===== config.mk =====
export PLATFORM = sky130hd
export DESIGN_NAME = lc3_decode
export DESIGN_NICKNAME = d
export VERILOG_FILES = /design/src/rtl/lc3_decode.sv
export SDC_FILE = /design/constraint.sdc
export NUM_CORES = 1
export LEC_CHECK = 0
export ABC_AREA = 1
export BUFFER_PORTS_ARGS = -buffer_cell sky130_fd_sc_hd__buf_2
export CAP_MARGIN = 20
export CORE_ASPECT_RATIO = 0.8
export CORE_UTILIZATION = 40
export CTS_BUF_LIST = sky130_fd_sc_hd__clkbuf_16
export DETAILED_ROUTE_END_ITERATION = 8
export PLACE_DENSITY = 0.81
export SLEW_MARGIN = 20
export SYNTH_ARGS = -nofsm -noshare
export SYNTH_HDL_FRONTEND = slang
export SYNTH_SLANG_ARGS = --single-unit
export TNS_END_PERCENT = 1

===== constraint.sdc =====
create_clock -name clk -period 0.8 [get_ports clk]
set_clock_uncertainty 0.2 [all_clocks]
set_input_delay 0.08 -clock clk [delete_from_list [all_inputs] [get_ports clk]]
set_output_delay 0.08 -clock clk [all_outputs]
set_load 0.1 [all_outputs]

===== src/rtl/lc3_decode.sv =====
// lc3_decode: LC-3 decode stage sitting directly after fetch.
//
// Registers the instruction word returned by memory and the matching
// PC+1 from fetch. Decodes the execute, writeback and memory-access control
// words in the same edge, so every output is a plain register with a single
// cycle of latency and no combinational path from the inputs.
//
// Ports
//   clk            in   1   clock, all state changes on posedge
//   rst            in   1   synchronous reset, active-low
//   enable_decode  in   1   1 = capture instr_dout / npc_in, 0 = hold
//   flush          in   1   1 = replace stage contents with a NOP bubble
//   instr_dout     in   16  instruction word for the current PC
//   npc_in         in   16  PC+1 from fetch
//   ir             out  16  registered instruction
//   npc_out        out  16  registered npc
//   e_control      out  6   {alu_ctl[1:0], pcsel1[1:0], pcsel2, op2sel}
//   w_control      out  2   00 ALU, 01 PC (LEA), 10 memory data
//   mem_control    out  1   1 = indirect access (LDI/STI)
//   ir_valid       out  1   stage holds a real, legal instruction
//   illegal        out  1   sticky unsupported-opcode flag, cleared by reset only
module lc3_decode #(
    parameter logic [15:0] RESET_NPC = 16'h0000
) (
    input  logic        clk,
    input  logic        rst,
    input  logic        enable_decode,
    input  logic        flush,
    input  logic [15:0] instr_dout,
    input  logic [15:0] npc_in,
    output logic [15:0] ir,
    output logic [15:0] npc_out,
    output logic [5:0]  e_control,
    output logic [1:0]  w_control,
    output logic        mem_control,
    output logic        ir_valid,
    output logic        illegal
);

    logic [15:0] ir_q, ir_d;
    logic [15:0] npc_q, npc_d;
    logic [5:0]  e_q, e_d;
    logic [1:0]  w_q, w_d;
    logic        mem_q, mem_d;
    logic        valid_q, valid_d;
    logic        illegal_q, illegal_d;

    // Decode of the incoming word; only used when the stage captures.
    logic [5:0]  dec_e;
    logic [1:0]  dec_w;
    logic        dec_mem;
    logic        dec_legal;

    always_comb begin
        dec_e     = 6'b000000;
        dec_w     = 2'b00;
        dec_mem   = 1'b0;
        dec_legal = 1'b1;
        case (instr_dout[15:12])
            // ALU ops: op2sel picks SR2 only in register mode (IR[5]=0).
            4'b0001: dec_e = {2'b00, 2'b00, 1'b0, ~instr_dout[5]};
            4'b0101: dec_e = {2'b01, 2'b00, 1'b0, ~instr_dout[5]};
            4'b1001: dec_e = 6'b100000;
            4'b0000: dec_e = 6'b000110;
            4'b1100: dec_e = 6'b001100;
            4'b0010: begin dec_e = 6'b000110; dec_w = 2'b10; end
            4'b0110: begin dec_e = 6'b001000; dec_w = 2'b10; end
            4'b1010: begin dec_e = 6'b000110; dec_w = 2'b10; dec_mem = 1'b1; end
            4'b1110: begin dec_e = 6'b000110; dec_w = 2'b01; end
            4'b0011: dec_e = 6'b000110;
            4'b0111: dec_e = 6'b001000;
            4'b1011: begin dec_e = 6'b000110; dec_mem = 1'b1; end
            // JSR, RTI, reserved and TRAP are not supported by this core.
            default: dec_legal = 1'b0;
        endcase
    end

    always_comb begin
        ir_d      = ir_q;
        npc_d     = npc_q;
        e_d       = e_q;
        w_d       = w_q;
        mem_d     = mem_q;
        valid_d   = valid_q;
        illegal_d = illegal_q;
        if (flush) begin
            // Bubble: opcode 0000 with nzp=000 is a branch that never fires.
            ir_d    = 16'h0000;
            e_d     = 6'b000000;
            w_d     = 2'b00;
            mem_d   = 1'b0;
            valid_d = 1'b0;
        end else if (enable_decode) begin
            ir_d      = instr_dout;
            npc_d     = npc_in;
            e_d       = dec_legal ? dec_e   : 6'b000000;
            w_d       = dec_legal ? dec_w   : 2'b00;
            mem_d     = dec_legal ? dec_mem : 1'b0;
            valid_d   = dec_legal;
            illegal_d = illegal_q | ~dec_legal;
        end
    end

    always_ff @(posedge clk) begin
        if (!rst) begin
            ir_q      <= 16'h0000;
            npc_q     <= RESET_NPC;
            e_q       <= 6'b000000;
            w_q       <= 2'b00;
            mem_q     <= 1'b0;
            valid_q   <= 1'b0;
            illegal_q <= 1'b0;
        end else begin
            ir_q      <= ir_d;
            npc_q     <= npc_d;
            e_q       <= e_d;
            w_q       <= w_d;
            mem_q     <= mem_d;
            valid_q   <= valid_d;
            illegal_q <= illegal_d;
        end
    end

    assign ir          = ir_q;
    assign npc_out     = npc_q;
    assign e_control   = e_q;
    assign w_control   = w_q;
    assign mem_control = mem_q;
    assign ir_valid    = valid_q;
    assign illegal     = illegal_q;

endmodule

==> results.md <==
- Reg2reg end: npc_out[0]$_SDFFE_PN0P_
- Global-route wire length before repair: 8666 um
- GRT Util Overall: 27.55%
- Final TNS setup: -14060 ps
- Fin Hold WS: -181.5 ps
- CTS tree: yes
- CP delay by family, top: flip-flops
- Run status: complete, but fails checks
- Post-Place Setup Slack: -360.1 ps
- H-tree depth reported by CTS: 2
- R2R Setup Slk: -170 ps
- CTS Sinks: 43
- Max incr delay on CP: 370 ps
- Asr flop ratio synth: 0%
- Initial Util: 42.29%
- RSZ-0062 raised after global routing: true
- DIE AREA: 0.004308 mm^2
- Worst Tran Pin Value: 262.4 ps
- Slew Limit Fails: 0
- Critical R2R Launch: npc_out[0]$_SDFFE_PN0P_
- Synth Area in Compound Gates: 14.76%
- Hold Fails Final Rpt: 32
- Port Buffers: 78
- Syn Area/Cell: 7.784 um^2
- Antenna cells: 0
- Via Count: 1859
- Power, Total: 5.855 mW
- Area of the mapped netlist: 0.001619 mm^2
- Design Area, Final: 0.003252 mm^2
- Count of cell types in the netlist: 20
- Worst Hold Class: primary input to register
- IO Pins: 79
- Final Worst Setup Slack: -304.9 ps
- Maximum vdd drop: 1649 uV
- Hold path depth: 3
- Hold EP: npc_out[7]$_SDFFE_PN0P_
- Seq/Total Area, Yosys: 53.17%
- Main combinational cell family by area after synthesis: simple AND/OR/NAND/NOR gates
- Final wirelength: 5974 um
- Die width: 73.13 um
- CTS Buf Count: 5
- First-pass detailed-route iteration total: 4
- Wire per inst: 16.83 um
- Drc violations: 0
- Failing checks: negative hold slack, negative setup slack
- #FFs+latches synth: 43
- Ys Warns: 0
- Data required, critical path: 520 ps
- Multiplexer area fraction after synthesis: 0%
- Core Box Area: 0.003829 mm^2
- Worst setup path class: register to primary output
- DP HPWL: 3577 um
- Worst path bufs/invs: 1
- Commonest register cell after synthesis: dfxtp_1
- XOR/XNOR Fraction of Synth Area: 0%
- Period utilization: 138.1%
- Arr. time, crit path: 820 ps
- Number of flops mapped to enable cells by yosys: 0
- Max-cap viol count: 0
- Cell Count Post-Placement: 345
- Vias in the first global route: 1726
- Post-Synth Simple-Gate Area: 24.88%
- Clk slew on worst S/H paths: 60 ps
- Row cnt: 20
- Clock buffer depth: 2
- Share of post-route cells with drive strength above 1: 61.67%
- DR vias/cell: 5.237
- Non-Filler Instances: 355
- Syn_nets: 244
- Worst rel slew slack: 82.51%
- Critical path peak fanout: 2
- Placed inst area: 0.002963 mm^2
- Chip height: 58.91 um
- Clk_lat worst skew: 280 ps
- Fmax: 0.9051 GHz
- Worst path slowest cell: dfxtp_4
- Crit path launch type: register
- Setup violators final: 77
- Crit path cell chain: buf_12
- Cell Pwr Density: 1800 mW/mm^2
- Pleak: 1.358 nW
- Post-Synth Adder-Cell Area: 0%
- Final core utilization: 84.93%
- First DRT Iteration DRCs: 146
- Largest net degree at the start of global routing: 22
- Synth-to-Final Area Change: 100.9%
- Fin crit period: 1105 ps
- Final RePlAce weighted congestion: 0.8465
- Hold_sp: npc_in[7]
- Routed Antenna Nets: 0
- Global route overflow: 0
- Initial antenna violation count: 0
- CP Capture Type: primary output
- Nets: 336
- Clock Tree Root: clkbuf_16
- Reg2reg path depth: 3
- Mapped Cells: 208
sequential cells by signal, summed over array words and instances (netlist names):
signal       flops
ir              16
w_control        2
npc_out         16
e_control        6
illegal          1
mem_control      1
ir_valid         1
cell usage after synthesis, types with 2 or more instances:
| library cell | count | area (um^2) |
|---|---|---|
| nand2_1 | 46 | 172.7 |
| dfxtp_1 | 43 | 860.8 |
| nor2_1 | 40 | 150.1 |
| a21oi_1 | 23 | 115.1 |
| o21ai_0 | 10 | 50.05 |
| o21ai_1 | 10 | 50.05 |
| buf_2 | 7 | 35.03 |
| inv_1 | 6 | 22.52 |
| nand3_1 | 6 | 30.03 |
| buf_4 | 3 | 22.52 |
| nand4_1 | 3 | 18.77 |
| buf_6 | 2 | 22.52 |
| inv_2 | 2 | 7.510 |
layout by cell type, fill, tap and decap left out:
cell and count:
o21ai_0 1, inv_1 4, a21boi_2 1, buf_12 46
a2bb2oi_2 1, nor2_1 39, nor2_2 1, a211oi_2 1
nor2_8 1, nand3_1 6, buf_2 35, buf_4 15
a21oi_1 10, inv_4 1, a21oi_2 13, inv_2 4
nand2_2 2, clkinv_2 1, o21ai_2 13, clkinv_1 1
nor3_1 1, dfxtp_4 43, clkbuf_16 5, nand2_1 45
o21ai_4 1, nand4_1 3, buf_6 1, o21ai_1 5
cell families after synthesis:
kind of cell | after synthesis
AND/OR/NAND/NOR | 98
buffers and inverters | 21
flip-flops | 43
AO/OA/AOI/OAI | 46
what timing repair did:
action	CTS	global route
setup endpoints to repair	81	85
pin swaps	24	0
buffers inserted	0	3
resized for setup	25	20
hold endpoints to repair	34	33
worst min-delay path, stage by stage:
cell    delay (ps)
buf_2           70
nor2_1          30
nor2_1          80
where the power goes:
group          internal [mW]  total, mW  leakage [nW]  switching, mW
clock network           1.12       1.92        0.0671          0.796
logic                  0.599       1.66         0.908           1.06
registers               2.16       2.28         0.383          0.114
total                   3.88       5.85          1.36           1.97
final cells by class:
class / instances / area [um^2]
multi-input combinational: 144 / 770.7
sequential: 43 / 1022
inverter: 9 / 36.28
clock buffer: 5 / 125.1
clock inverter: 2 / 8.758
timing repair buffer: 97 / 1220
fill: 169 / 576.8
tap: 55 / 68.82
worst max-delay path by stage:
| stage | start | end | depth (start not counted) |
|---|---|---|---|
| 2_1_floorplan | ir[14]$_SDFFE_PP0P_ | ir[14]$_SDFFE_PP0P_ | 2 |
| 3_3_place_gp | enable_decode | npc_out[2]$_SDFFE_PN0P_ | 6 |
| 3_5_place_dp | enable_decode | npc_out[2]$_SDFFE_PN0P_ | 6 |
| 4_1_cts | ir[11]$_SDFFE_PP0P_ | ir[11] | 1 |
| 5_1_grt | ir[15]$_SDFFE_PP0P_ | ir[15] | 1 |
| 6_report | npc_out[3]$_SDFFE_PN0P_ | npc_out[3] | 1 |
metal layers:
layer,vias to the layer above,share of wire [%],track usage [%]
li1,862,-,-
met4,0,3.9,10.92
met5,-,0,0
met2,107,51,46.69
met1,866,39,33.19
met3,24,6.4,7.705
Note: power is estimated with default switching activity, not from simulation.
